<file path="src/rtl/ask_link_pkg.sv">
// rtl/ask_link_pkg.sv - shared defaults and state encoding for the ASK link scheduler
package ask_link_pkg;

    localparam int DEF_N_REQ          = 4;
    localparam int DEF_WORD_W         = 8;
    localparam int DEF_TIMEOUT_CYCLES = 1023;

    typedef enum logic [2:0] {
        ST_IDLE,
        ST_ARB,
        ST_START,
        ST_WAIT,
        ST_NEXT,
        ST_DELIVER
    } link_state_t;

endpackage

</file>
<file path="src/rtl/rr_arbiter.sv">
// rtl/rr_arbiter.sv - round-robin pick of the first requester at or after rr_ptr
module rr_arbiter
    import ask_link_pkg::*;
#(
    parameter int N_REQ = DEF_N_REQ,
    parameter int IDX_W = $clog2(DEF_N_REQ)
) (
    input  logic [N_REQ-1:0] req,
    input  logic [IDX_W-1:0] rr_ptr,
    output logic [N_REQ-1:0] grant,
    output logic [IDX_W-1:0] index,
    output logic             valid
);

    localparam logic [IDX_W:0] N_LIM = (IDX_W + 1)'(N_REQ);

    logic [IDX_W:0] cand;

    // One extra bit on cand so the wrap works for any N_REQ, not only powers of two.
    always_comb begin
        grant = '0;
        index = '0;
        valid = 1'b0;
        cand  = '0;
        for (int k = 0; k < N_REQ; k++) begin
            cand = {1'b0, rr_ptr} + (IDX_W + 1)'(k);
            if (cand >= N_LIM) begin
                cand = cand - N_LIM;
            end
            if (!valid && req[cand[IDX_W-1:0]]) begin
                valid                  = 1'b1;
                grant[cand[IDX_W-1:0]] = 1'b1;
                index                  = cand[IDX_W-1:0];
            end
        end
    end

endmodule

</file>
<file path="src/rtl/ask_link_scheduler.sv">
// rtl/ask_link_scheduler.sv - shares one ASK mod/demod pair among requesters, bit-serial LSB first
module ask_link_scheduler
    import ask_link_pkg::*;
#(
    parameter int N_REQ          = DEF_N_REQ,
    parameter int WORD_W         = DEF_WORD_W,
    parameter int TIMEOUT_CYCLES = DEF_TIMEOUT_CYCLES
) (
    input  logic                       clk,
    input  logic                       reset,
    input  logic [N_REQ-1:0]           req,
    input  logic [N_REQ*WORD_W-1:0]    word_in,
    output logic [N_REQ-1:0]           grant,
    output logic                       mod_start,
    output logic                       mod_bit,
    input  logic                       mod_done,
    output logic                       demod_start,
    input  logic                       demod_done,
    input  logic                       demod_bit,
    output logic [WORD_W-1:0]          rx_word,
    output logic [$clog2(N_REQ)-1:0]   rx_id,
    output logic                       rx_valid,
    output logic                       err_timeout,
    output logic                       busy
);

    localparam int IDX_W = $clog2(N_REQ);
    localparam int BIT_W = $clog2(WORD_W);
    localparam int TMO_W = $clog2(TIMEOUT_CYCLES + 1);

    link_state_t state_q, state_d;

    logic [N_REQ-1:0]  arb_grant;
    logic [IDX_W-1:0]  arb_index;
    logic              arb_valid;

    logic [IDX_W-1:0]  rr_ptr_q;
    logic [N_REQ-1:0]  gnt_q;
    logic [IDX_W-1:0]  gnt_idx_q;
    logic [WORD_W-1:0] shift_q;
    logic [WORD_W-1:0] rcv_q;
    logic [BIT_W-1:0]  bit_idx_q;
    logic              m_seen_q;
    logic              d_seen_q;
    logic [TMO_W-1:0]  tmo_cnt_q;
    logic [WORD_W-1:0] rx_word_q;
    logic [IDX_W-1:0]  rx_id_q;

    logic              both_done;
    logic              tmo_hit;
    logic              last_bit;
    logic [IDX_W-1:0]  next_ptr;

    rr_arbiter #(
        .N_REQ (N_REQ),
        .IDX_W (IDX_W)
    ) u_arb (
        .req    (req),
        .rr_ptr (rr_ptr_q),
        .grant  (arb_grant),
        .index  (arb_index),
        .valid  (arb_valid)
    );

    // The live done inputs count too, so the cycle the second done lands already moves on.
    assign both_done = (m_seen_q | mod_done) & (d_seen_q | demod_done);
    assign tmo_hit   = (tmo_cnt_q == TMO_W'(TIMEOUT_CYCLES - 1));
    assign last_bit  = (bit_idx_q == BIT_W'(WORD_W - 1));
    assign next_ptr  = (gnt_idx_q == IDX_W'(N_REQ - 1)) ? '0 : gnt_idx_q + 1'b1;

    always_ff @(posedge clk or posedge reset) begin
        if (reset) begin
            state_q <= ST_IDLE;
        end else begin
            state_q <= state_d;
        end
    end

    always_comb begin
        state_d     = state_q;
        err_timeout = 1'b0;
        case (state_q)
            ST_IDLE:    if (|req) state_d = ST_ARB;
            ST_ARB:     state_d = arb_valid ? ST_START : ST_IDLE;
            ST_START:   state_d = ST_WAIT;
            ST_WAIT: begin
                if (both_done) begin
                    state_d = ST_NEXT;
                end else if (tmo_hit) begin
                    err_timeout = 1'b1;
                    state_d     = ST_IDLE;
                end
            end
            ST_NEXT:    state_d = last_bit ? ST_DELIVER : ST_START;
            ST_DELIVER: state_d = ST_IDLE;
            default:    state_d = ST_IDLE;
        endcase
    end

    always_ff @(posedge clk or posedge reset) begin
        if (reset) begin
            rr_ptr_q  <= '0;
            gnt_q     <= '0;
            gnt_idx_q <= '0;
            shift_q   <= '0;
            rcv_q     <= '0;
            bit_idx_q <= '0;
            m_seen_q  <= 1'b0;
            d_seen_q  <= 1'b0;
            tmo_cnt_q <= '0;
            rx_word_q <= '0;
            rx_id_q   <= '0;
        end else begin
            case (state_q)
                ST_ARB: begin
                    if (arb_valid) begin
                        gnt_q     <= arb_grant;
                        gnt_idx_q <= arb_index;
                        shift_q   <= word_in[arb_index*WORD_W +: WORD_W];
                        bit_idx_q <= '0;
                        rcv_q     <= '0;
                    end
                end
                ST_START: begin
                    m_seen_q  <= 1'b0;
                    d_seen_q  <= 1'b0;
                    tmo_cnt_q <= '0;
                end
                ST_WAIT: begin
                    tmo_cnt_q <= tmo_cnt_q + 1'b1;
                    if (mod_done) begin
                        m_seen_q <= 1'b1;
                    end
                    // Only the first demod_done of a bit is captured.
                    if (demod_done && !d_seen_q) begin
                        d_seen_q         <= 1'b1;
                        rcv_q[bit_idx_q] <= demod_bit;
                    end
                    if (err_timeout) begin
                        gnt_q    <= '0;
                        rr_ptr_q <= next_ptr;
                    end
                end
                ST_NEXT: begin
                    if (last_bit) begin
                        rx_word_q <= rcv_q;
                        rx_id_q   <= gnt_idx_q;
                    end else begin
                        bit_idx_q <= bit_idx_q + 1'b1;
                        shift_q   <= shift_q >> 1;
                    end
                end
                ST_DELIVER: begin
                    gnt_q    <= '0;
                    rr_ptr_q <= next_ptr;
                end
                default: ;
            endcase
        end
    end

    assign grant       = gnt_q;
    assign mod_start   = (state_q == ST_START);
    assign demod_start = (state_q == ST_START);
    assign mod_bit     = shift_q[0] & (state_q inside {ST_START, ST_WAIT, ST_NEXT});
    assign rx_word     = rx_word_q;
    assign rx_id       = rx_id_q;
    assign rx_valid    = (state_q == ST_DELIVER);
    assign busy        = (state_q != ST_IDLE);

endmodule
</file>
<file path="config.mk">
export PLATFORM = sky130hd
export DESIGN_NAME = ask_link_scheduler
export DESIGN_NICKNAME = d
export VERILOG_FILES = /design/src/rtl/ask_link_pkg.sv /design/src/rtl/rr_arbiter.sv /design/src/rtl/ask_link_scheduler.sv
export SDC_FILE = /design/constraint.sdc
export NUM_CORES = 1
export LEC_CHECK = 0
export ABC_AREA = 1
export CAP_MARGIN = 40
export CELL_PAD_IN_SITES_DETAIL_PLACEMENT = 0
export CELL_PAD_IN_SITES_GLOBAL_PLACEMENT = 1
export CORE_MARGIN = 4
export CORE_UTILIZATION = 38
export DETAILED_ROUTE_END_ITERATION = 8
export PLACE_DENSITY = 0.91
export SYNTH_ARGS = -nofsm -noshare
export SYNTH_HDL_FRONTEND = slang
export SYNTH_SLANG_ARGS = --single-unit
</file>
<file path="constraint.sdc">
create_clock -name clk -period 2.6 [get_ports clk]
set_input_delay 0.52 -clock clk [delete_from_list [all_inputs] [get_ports clk]]
set_output_delay 0.52 -clock clk [all_outputs]
set_load 0.02 [all_outputs]
</file>
==> metrics <==
status finished, final reports clean; Setup CP Type flip-flop to output port; Fill cells 798; I/O pin count 61; total length of routed wires 6913 um; initial antenna violation count 0; detailed-route vias per instance 4.873; Final Hold Viols 0; Multi-input gate area 0.001540 sq mm; RSZ-0062 raised after global routing false; HP Class flip-flop to flip-flop; complex-gate fraction of the synthesized area 0.1236; placed cells 573; Worst Path Required 2.08 ns; worst hold margin 0.4872 ns; starting density of the core 0.3887; placed wire-length estimate 5444 um; Inserted Clock Buffers 5; Yosys reg bits 52; clk root buf clkbuf_8; 1st-pass router iterations 4; largest net degree at the start of global routing 29; DR WL/cell 11.90 um; DRC 0; Tmin final 2.423 ns; placed instance area 0.003919 sq mm; Leak 1.890 nW; CTS tree yes; PwrDens 1036 mW/mm^2; Post-Synth Adder-Cell Area 0.04724; register area share after synthesis 0.4094; fin cells 581; synth warn 0; Final Core Density 0.4928; element type at the critical path end output port; clk slew on worst S/H paths 0.09 ns; Placer Congestion 0.8470; Setup Total Neg Slack 0 ns; synthesized area 0.003178 sq mm; htree depth 2; first-pass GRT wire length 12460 um; launch point of the critical path state_q[2]$_DFFE_PP0P_; Max Clock Skew 0.01048 ns; largest family of logic cells by synthesized area simple AND/OR/NAND/NOR gates; Die Height 99.45 um; diode count 0; ANT nets after route 0; max_slew headroom 0.5978; NumNets Final 528; GRT Overall Usage 0.1498; Clock Latency Late Sink 0.30 ns; Setup Fix Bufs, Post-CTS 0; critical path fanouts, max 5; core area 0.008175 sq mm; Final setup viols 0; Gate Count Post-Synth 407; DIE WIDTH 99.45 um; critical path arrival 1.90 ns; simple-gate portion of the synthesized area 0.2949; syn avg cell area 7.808 sq um; Worst setup SP type flip-flop; Max Freq 0.4127 GHz; Synth Net Count 460; synthesis-to-finish area growth 26.77%; Site Rows 33; Unique masters post-synth 35; period utilization 0.9319; GRT overflow 0; Port Buffers 60; vias in the first global route 2812; Synth Area in XOR/XNOR 0.008268; DR iter-0 viols 85; max-slew violations 0; Clock Path Buffers 2; multiplexer area fraction after synthesis 0.01063; peak supply drop 0.0003628 V; Finished Cell Area 0.004029 sq mm; max-cap violation count 0; share of cells above drive strength 1 0.1050; CTS sink cnt 52; worst-margin pin slew 0.6018 ns; Hold Startpoint rx_word[2]$_DFFE_PP0P_; Storage cell area 0.001301 sq mm; Reg-to-Reg Start rr_ptr_q[0]$_DFFE_PP0P_; DR vias 2831; Die Area 0.009890 sq mm
==> synth_stat cells (all sizes together) <==
library cell / count / area share
o21ai: 27 / 0.044
dfrtp: 52 / 0.41
nor3: 6 / 0.0094
nand3: 59 / 0.10
xnor2: 2 / 0.0055
nand4: 10 / 0.020
nor2: 32 / 0.039
a22oi: 1 / 0.0024
a21oi: 16 / 0.029
o22ai: 15 / 0.030
clkbuf: 2 / 0.0024
a211oi: 6 / 0.014
nand3b: 1 / 0.0024
ha: 12 / 0.047
nand2: 84 / 0.12
o21a: 1 / 0.0024
buf: 8 / 0.025
xor2: 1 / 0.0028
mux2: 3 / 0.011
and3: 2 / 0.0039
a41oi: 1 / 0.0028
inv: 66 / 0.079
==> final timing paths <==
| kind | slack [ns] | to | depth (start not counted) |
|---|---|---|---|
| worst max-delay path | 0.18 | mod_start | 4 |
| worst min register to register | 0.49 | rx_word[2]$_DFFE_PP0P_ | 2 |
| worst min-delay path | 0.49 | rx_word[2]$_DFFE_PP0P_ | 2 |
| worst max register to register | 0.58 | shift_q[6]$_DFFE_PP0P_ | 13 |
| min in group asynchronous | 0.57 | rx_word[4]$_DFFE_PP0P_ | 2 |
| max in group asynchronous | 1.50 | grant[1]$_DFFE_PP0P_ | 3 |
==> through the flow <==
stage	worst slack, ns	power, W
2_1_floorplan	0.4677	0.003077
6_report	0.1772	0.004175
4_1_cts	0.1811	0.004219
3_5_place_dp	0.04533	0.003654
5_1_grt	0.05173	0.004625
3_3_place_gp	0.1209	0.003601
==> report_power, final <==
part	internal (W)	switching, W	leakage (nW)
sequential	0.00100	0.000103	0.694
combinational	0.000908	0.00160	1.14
clock	0.000291	0.000265	0.0558
==> metal layers <==
| layer | vias up | track usage | share of wire | routed length (um) |
|---|---|---|---|---|
| met5 | - | 0 | 0 | 0 |
| met4 | 0 | 0.03046 | 0.011 | 78 |
| met3 | 7 | 0.02665 | 0.046 | 317 |
| met2 | 64 | 0.2603 | 0.48 | 3331 |
| met1 | 1282 | 0.1960 | 0.46 | 3186 |
| li1 | 1478 | - | - | - |
==> state kept, by name, indices dropped and copies added (netlist names) <==
name	cells
rx_id	2
rx_word	8
rcv_q	8
gnt_idx_q	2
m_seen_q	1
bit_idx_q	3
d_seen_q	1
shift_q	8
tmo_cnt_q	10
rr_ptr_q	2
state_q	3
grant	4
==> repair_timing <==
| action | in CTS | in global routing |
|---|---|---|
| hold buffers | 0 | 0 |
| setup endpoints to repair | 1 | 0 |
| resized for setup | 1 | 0 |
==> worst max-delay path: stages, from the launching register on <==
cell and delay [ns]:
dfrtp_1 0.43, inv_2 0.10, nand2_1 0.14, nor2_1 0.27, clkdlybuf4s50_1 0.66
==> final cells by class <==
cell class              count  area share
repair buffers             71      0.1724
clock buffers               6     0.01801
inverters                  66     0.06211
flip-flops and latches     52      0.3230
well taps                 105     0.03261
clock inverters             2    0.009627
multi-input cells         279      0.3823
==> cells in the final DEF, fill, tap and decap left out, types with 2 or more instances in the layout <==
master            n
a21oi_1          15
o22ai_1          15
nand2_2          11
xnor2_1           2
nor2_2            2
nand4_1          10
nand2_1          70
clkdlybuf4s50_1  59
nor2_1           30
nand3_2           6
a211oi_1          6
ha_1             12
nand2_4           2
mux2_2            3
inv_1            61
buf_4            10
clkbuf_8          5
nor3_1            6
and3_1            2
inv_2             4
nand3_1          53
o21ai_0          26
dfrtp_1          52
==> logic make-up after synthesis <==
logic type	count (synthesis)
DFF	52
buffers and inverters	76
and+or+nand+nor	194
adders and majority gates	12
AOI/OAI and AO/OA	67
muxes	3
xor gates and xnor gates	3
Power figures use the tool's default switching activity.
